==> src/rtl/dmac_ch_reg_bank.sv <==
// dmac_ch_reg_bank
// AHB-programmable register file for an N-channel DMAC plus the working
// state (pointers, burst beat counters, remaining size, interrupt status)
// that the master engine steps through while moving data for ch_sel.
module dmac_ch_reg_bank #(
  parameter  int NUM_CH = 2,
  parameter  int TS_W   = 12,
  localparam int CH_W   = (NUM_CH > 1) ? $clog2(NUM_CH) : 1
) (
  input  logic              r_HCLK,
  input  logic              HRESETn,
  input  logic [31:0]       r_HADDR,
  input  logic [31:0]       r_HWDATA,
  input  logic              load_ahb_addr,
  input  logic              write_out_reg,
  output logic [31:0]       r_HRDATA,
  input  logic              m_HGRANT,
  output logic              sync_grant,
  input  logic [CH_W-1:0]   ch_sel,
  input  logic              load_ch_addr,
  input  logic              src_addr_inc,
  input  logic              dest_addr_inc,
  input  logic              ts_dec,
  output logic [NUM_CH-1:0] ch_en,
  output logic [TS_W-1:0]   ts_cur,
  output logic [2:0]        bs_cur,
  output logic [31:0]       src_ptr,
  output logic [31:0]       dest_ptr,
  output logic              src_burst_done,
  output logic              dest_burst_done,
  output logic              DMACINTR
);

  // Host-visible registers
  logic [11:0]       r_addr_q;
  logic [31:0]       r_src_addr  [NUM_CH];
  logic [31:0]       r_dest_addr [NUM_CH];
  logic [2:0]        r_bs        [NUM_CH];
  logic [TS_W-1:0]   r_ts        [NUM_CH];
  logic [NUM_CH-1:0] r_mask;
  logic [NUM_CH-1:0] r_en;
  logic [NUM_CH-1:0] r_raw_int;
  logic              r_global_en;

  // Engine working state
  logic [31:0]       r_src_ptr;
  logic [31:0]       r_dest_ptr;
  logic [6:0]        r_src_cnt;
  logic [6:0]        r_dest_cnt;
  logic              r_sync_grant;

  // Address decode (channel block lives at 0x100..0x1FF, stride 0x20)
  logic              w_ch_hit;
  logic [2:0]        w_ch_idx;
  logic [4:0]        w_ch_off;
  logic              w_wr_intclr;
  logic              w_wr_config;
  logic [NUM_CH-1:0] w_wr_src;
  logic [NUM_CH-1:0] w_wr_dest;
  logic [NUM_CH-1:0] w_wr_ctl;
  logic [NUM_CH-1:0] w_wr_cfg;

  // Selected-channel view for the master engine
  logic [NUM_CH-1:0] w_sel_oh;
  logic [TS_W-1:0]   w_ts_sel;
  logic [2:0]        w_bs_sel;
  logic [31:0]       w_src_sel;
  logic [31:0]       w_dest_sel;
  logic [TS_W-1:0]   w_ts_next;
  logic              w_ts_done;
  logic [7:0]        w_beats_m1;
  logic [NUM_CH-1:0] w_int_clr;
  logic [NUM_CH-1:0] w_int_set;
  logic [31:0]       w_rdata;

  assign w_ch_idx    = r_addr_q[7:5];
  assign w_ch_off    = r_addr_q[4:0];
  assign w_ch_hit    = (r_addr_q[11:8] == 4'h1) && ({29'd0, w_ch_idx} < NUM_CH);
  assign w_wr_intclr = write_out_reg && (r_addr_q == 12'h008);
  assign w_wr_config = write_out_reg && (r_addr_q == 12'h030);

  // Per-channel write strobes and the ch_sel mux
  // NOTE: every output of an always_comb gets a default first, so no path can leave it holding a stale value (a latch).
  always_comb begin
    w_wr_src   = '0;
    w_wr_dest  = '0;
    w_wr_ctl   = '0;
    w_wr_cfg   = '0;
    w_sel_oh   = '0;
    w_ts_sel   = '0;
    w_bs_sel   = '0;
    w_src_sel  = '0;
    w_dest_sel = '0;
    for (int n = 0; n < NUM_CH; n++) begin
      if (write_out_reg && w_ch_hit && (w_ch_idx == 3'(n))) begin
        w_wr_src[n]  = (w_ch_off == 5'h00);
        w_wr_dest[n] = (w_ch_off == 5'h04);
        w_wr_ctl[n]  = (w_ch_off == 5'h0C);
        w_wr_cfg[n]  = (w_ch_off == 5'h10);
      end
      if (ch_sel == CH_W'(n)) begin
        w_sel_oh[n] = 1'b1;
        w_ts_sel    = r_ts[n];
        w_bs_sel    = r_bs[n];
        w_src_sel   = r_src_addr[n];
        w_dest_sel  = r_dest_addr[n];
      end
    end
  end

  // Size countdown saturates at 0; a host write to Control of the same
  // channel on the same edge overrides both the decrement and completion.
  assign w_ts_next  = (w_ts_sel > TS_W'(3)) ? (w_ts_sel - TS_W'(4)) : '0;
  assign w_ts_done  = ts_dec && (|w_sel_oh) && (w_ts_sel != '0) &&
                      (w_ts_next == '0) && !(|(w_wr_ctl & w_sel_oh));
  assign w_int_set  = w_ts_done ? w_sel_oh : '0;
  assign w_int_clr  = w_wr_intclr ? r_HWDATA[NUM_CH-1:0] : '0;

  assign w_beats_m1      = (8'd1 << w_bs_sel) - 8'd1;
  assign src_burst_done  = src_addr_inc  && !load_ch_addr && ({1'b0, r_src_cnt}  == w_beats_m1);
  assign dest_burst_done = dest_addr_inc && !load_ch_addr && ({1'b0, r_dest_cnt} == w_beats_m1);

  // Latched AHB address and registered grant
  // NOTE: sequential state is assigned with <= so every flop samples pre-edge values regardless of statement order.
  always_ff @(posedge r_HCLK or negedge HRESETn) begin
    if (!HRESETn) begin
      r_addr_q     <= '0;
      r_sync_grant <= 1'b0;
    end else begin
      r_sync_grant <= m_HGRANT;
      if (load_ahb_addr) r_addr_q <= r_HADDR[11:0];
    end
  end

  // Per-channel programmable registers with engine-side updates
  // NOTE: the register arrays are reset element by element: they are software-visible and must read back 0 after reset.
  always_ff @(posedge r_HCLK or negedge HRESETn) begin
    if (!HRESETn) begin
      for (int n = 0; n < NUM_CH; n++) begin
        r_src_addr[n]  <= '0;
        r_dest_addr[n] <= '0;
        r_bs[n]        <= '0;
        r_ts[n]        <= '0;
      end
      r_mask <= '0;
      r_en   <= '0;
    end else begin
      for (int n = 0; n < NUM_CH; n++) begin
        if (w_wr_src[n])  r_src_addr[n]  <= r_HWDATA;
        if (w_wr_dest[n]) r_dest_addr[n] <= r_HWDATA;
        if (w_wr_ctl[n]) begin
          r_bs[n] <= r_HWDATA[14:12];
          r_ts[n] <= r_HWDATA[TS_W-1:0];
        end else if (ts_dec && w_sel_oh[n]) begin
          r_ts[n] <= w_ts_next;
        end
        if (w_wr_cfg[n]) begin
          r_mask[n] <= r_HWDATA[1];
          r_en[n]   <= r_HWDATA[0];
        end else if (w_int_set[n]) begin
          r_en[n]   <= 1'b0;
        end
      end
    end
  end

  // Global enable and raw interrupt status (completion wins over W1C)
  always_ff @(posedge r_HCLK or negedge HRESETn) begin
    if (!HRESETn) begin
      r_global_en <= 1'b0;
      r_raw_int   <= '0;
    end else begin
      if (w_wr_config) r_global_en <= r_HWDATA[0];
      r_raw_int <= (r_raw_int & ~w_int_clr) | w_int_set;
    end
  end

  // Working pointers and burst beat counters
  always_ff @(posedge r_HCLK or negedge HRESETn) begin
    if (!HRESETn) begin
      r_src_ptr  <= '0;
      r_dest_ptr <= '0;
      r_src_cnt  <= '0;
      r_dest_cnt <= '0;
    end else if (load_ch_addr && (|w_sel_oh)) begin
      r_src_ptr  <= {w_src_sel[31:2], 2'b00};
      r_dest_ptr <= {w_dest_sel[31:2], 2'b00};
      r_src_cnt  <= '0;
      r_dest_cnt <= '0;
    end else begin
      if (src_addr_inc) begin
        r_src_ptr <= r_src_ptr + 32'd4;
        r_src_cnt <= src_burst_done ? 7'd0 : r_src_cnt + 7'd1;
      end
      if (dest_addr_inc) begin
        r_dest_ptr <= r_dest_ptr + 32'd4;
        r_dest_cnt <= dest_burst_done ? 7'd0 : r_dest_cnt + 7'd1;
      end
    end
  end

  // Readback mux from the latched address; unmapped reads return 0
  always_comb begin
    w_rdata = '0;
    if (r_addr_q == 12'h004) begin
      w_rdata[NUM_CH-1:0] = r_raw_int;
    end else if (r_addr_q == 12'h030) begin
      w_rdata[0] = r_global_en;
    end else if (w_ch_hit) begin
      for (int n = 0; n < NUM_CH; n++) begin
        if (w_ch_idx == 3'(n)) begin
          case (w_ch_off)
            5'h00: w_rdata = r_src_addr[n];
            5'h04: w_rdata = r_dest_addr[n];
            5'h0C: begin
              w_rdata[14:12]     = r_bs[n];
              w_rdata[TS_W-1:0]  = r_ts[n];
            end
            5'h10: w_rdata[1:0] = {r_mask[n], r_en[n]};
            default: ;
          endcase
        end
      end
    end
  end

  assign r_HRDATA   = w_rdata;
  assign sync_grant = r_sync_grant;
  assign ch_en      = r_en & {NUM_CH{r_global_en}};
  assign ts_cur     = w_ts_sel;
  assign bs_cur     = w_bs_sel;
  assign src_ptr    = r_src_ptr;
  assign dest_ptr   = r_dest_ptr;
  assign DMACINTR   = |(r_raw_int & ~r_mask);

endmodule

==> config.mk <==
export PLATFORM = sky130hd
export DESIGN_NAME = dmac_ch_reg_bank
export DESIGN_NICKNAME = d
export VERILOG_FILES = /design/src/rtl/dmac_ch_reg_bank.sv
export SDC_FILE = /design/constraint.sdc
export NUM_CORES = 1
export LEC_CHECK = 0
export CAP_MARGIN = 30
export CORE_MARGIN = 3
export CORE_UTILIZATION = 30
export CTS_CLUSTER_DIAMETER = 100
export DETAILED_ROUTE_END_ITERATION = 6
export PLACE_DENSITY = 0.61
export SKIP_LAST_GASP = 1
export SYNTH_ARGS = -nofsm -noshare
export SYNTH_HDL_FRONTEND = slang
export SYNTH_SLANG_ARGS = --single-unit
==> constraint.sdc <==
create_clock -name r_HCLK -period 5.06 [get_ports r_HCLK]
set_input_delay 1.012 -clock r_HCLK [delete_from_list [all_inputs] [get_ports r_HCLK]]
set_output_delay 1.012 -clock r_HCLK [all_outputs]
set_load 0.05 [all_outputs]
==> metrics.yaml <==
hold_class: "in -> async"
fp.dieW_um: 221
nFillCells: 4515
rsz0062_at_grt: "false"
setup-tns-final_ns: 0
hold_viol: 0
final_antenna_net_count: 0
syn_to_final_growth_pct: 24.7
h-tree-depth: 1
peakVddDrop_mv: 0.208
wl_per_cell_um: 20.1
synth_edf_count: 0
core_sq_um: 45600
dieArea_sq_um: 48900
nNetsFinal: 1572
ioPinCount: 191
crit_arrival_ns: 3.82
synth_ff_type: "dfrtp_1"
holdWs_ns: 0.433
cts_tree: "built"
netlist_top_cells_area: "dfrtp_1 45%, mux2_2 13%, mux2i_1 8.3%"
clock_latency_ns: 0.56
avgSynthCellArea_sq_um: 10.3
vias: 11007
tightest_slew_ns: 0.984
netlist.area_leader.share_pct: 45.4
port_buffers: 166
grt_pass1_wl_um: 66600
cts_root_buffer: "clkbuf_16"
synth_most_common_cell: "dfrtp_1"
powerDensity_nw_per_um2: 346
end_kind: "output pin"
ys_seq_elements: 252
row_count: 78
overflow: 0
track_usage_pct: 17.0
synthTopCellsByCount: "252 x dfrtp_1, 159 x mux2_2, 137 x nor2_1"
post_cts_resized: 0
area.sequential_sq_um: 6310
cts_sinks: 252
cts_buffers: 31
drt_pass1_iterations: 6
async_flop_share_pct: 100
drv_slew: 0
seq_area_frac_synth_pct: 45.4
drtIter0Drc: 868
synth_cell_types: 65
grt_pass1_vias: 11009
cp-startpoint: "ch_sel"
power.leakage_nw: 7.44
finalCriticalPeriod_ns: 4.83
path_class: "in -> out"
path_clk_slew_ns: 0.06
status: "completed"
cts_hold_buf: 0
antenna_found_initial: 5
vias_per_cell: 5.20
max_freq_ghz: 0.207
setup_viol: 0
dp_hpwl_um: 29700
clockBufferDepth: 3
cap_violations: 0
diodes: 0
synth_warnings: 0
crit_path_start_kind: "primary input"
multi_input_area_sq_um: 7160
netlist_area_sq_um: 13900
grt_max_degree: 118
drive_gt1_share_pct: 17.4
clock_skew_ns: 0.0108
drc: 0
yosys.area.top_type: "dfrtp_1"
post_cts_buffers: 0
max_slew_margin_pct: 34.3
post-route-period-util_pct: 95.5
cp_max_fo: 12
initial_core_util_pct: 30.5
crit_required_ns: 4.05
die_y_um: 221
synthCells: 1350
wirelength_um: 42500
r2r_start: "r_addr_q[1]$_DFFE_PN0P_"
place.gp.congestion: 0.862
[kinds of logic (layout without fill, tap and decap cells)]
group | Yosys count | count (layout) | share of synthesized area [%]
compound gates | 241 | 241 | 11.0
mux | 277 | 277 | 21.6
other cells | 1 | 4 | 0.0270
buf+inv | 104 | 266 | 3.30
simple gates | 396 | 396 | 13.6
fa+ha+maj | 6 | 6 | 0.540
flops | 252 | 252 | 45.4
xor+xnor | 73 | 73 | 4.60
[final cells by class]
class / count / area share (%)
timing repair buffer: 193 / 11.1
tap: 600 / 4.33
clock buffer: 42 / 5.12
multi-input combinational: 997 / 41.3
clock inverter: 14 / 1.30
inverter: 17 / 0.368
sequential: 252 / 36.4
[registers in the layout (all words and copies together), names as in the netlist, 6 cells and up]
name and count:
r_dest_cnt 7, r_src_addr 64, r_bs 6, r_ts 24, dest_ptr 30, r_src_cnt 7, r_addr_q 12, r_dest_addr 64
src_ptr 30
[stage by stage]
stage	total power [mW]	utilization, %	cell area, sq um	cells	setup WS [ns]
3_5_place_dp	3.61	35.6	16200	2059	0.236
3_3_place_gp	3.58	35.5	16200	2058	0.278
6_report	5.99	38.0	17300	2115	0.225
2_1_floorplan	3.15	-	13900	1353	0.152
5_1_grt	6.25	38.0	17300	2115	0.0470
4_1_cts	6.05	38.0	17300	2115	0.225
[power breakdown]
part | total (mW) | internal (mW) | switching, mW | leakage, nW
Combinational | 1.24 | 0.458 | 0.783 | 3.50
Sequential | 2.33 | 2.15 | 0.183 | 3.40
Clock | 2.42 | 1.52 | 0.894 | 0.546
Total | 5.99 | 4.13 | 1.86 | 7.44
[layer usage]
metal	vias up	track usage [%]	routed length [um]
met2	287	28.6	20400
met3	55	3.52	2210
li1	5131	-	-
met1	5524	22.6	18900
met4	10	3.80	943
met5	-	0	64
[cell usage in the layout (no fill, tap or decap), types with 5 or more instances in the layout]
master,count
nor3b_1,5
clkbuf_8,7
nand4_1,19
nor2_1,135
a22o_1,6
a21oi_1,78
nor3_1,30
o21ai_1,5
and2_1,6
nor4_1,5
nand2b_1,10
nand3_1,36
nand2_1,102
mux2_2,159
xor2_1,33
xnor2_1,40
bufinv_16,6
ha_1,6
clkdlybuf4s50_1,161
dfrtp_1,251
o21ai_0,54
inv_1,15
clkbuf_16,31
mux2i_1,115
and3_1,17
clkinv_2,6
buf_4,26
o211ai_1,5
a22oi_1,48
o22a_1,16
[worst paths after layout]
check,end,slack (ns),cells after the start
setup / recovery,dest_burst_done,0.23,12
hold / removal,r_dest_addr[57]$_DFFE_PN0P_,0.43,1
setup reg to reg,r_dest_addr[26]$_DFFE_PN0P_,1.92,7
hold reg to reg,r_src_addr[0]$_DFFE_PN0P_,0.51,1
max in group asynchronous,r_src_cnt[5]$_DFFE_PN0N_,3.44,2
min in group r_HCLK,r_src_addr[0]$_DFFE_PN0P_,0.51,1
[worst max-delay path: stages]
cell and delay (ns):
buf_4 0.23, mux2i_4 0.35, inv_2 0.13, nor2_1 0.18, nand2_1 0.09, ha_1 0.31, and2_4 0.20, a221oi_2 0.28
xor2_1 0.20, o2111ai_2 0.31, nor3b_2 0.34, buf_12 0.17
Power figures use the tool's default switching activity.
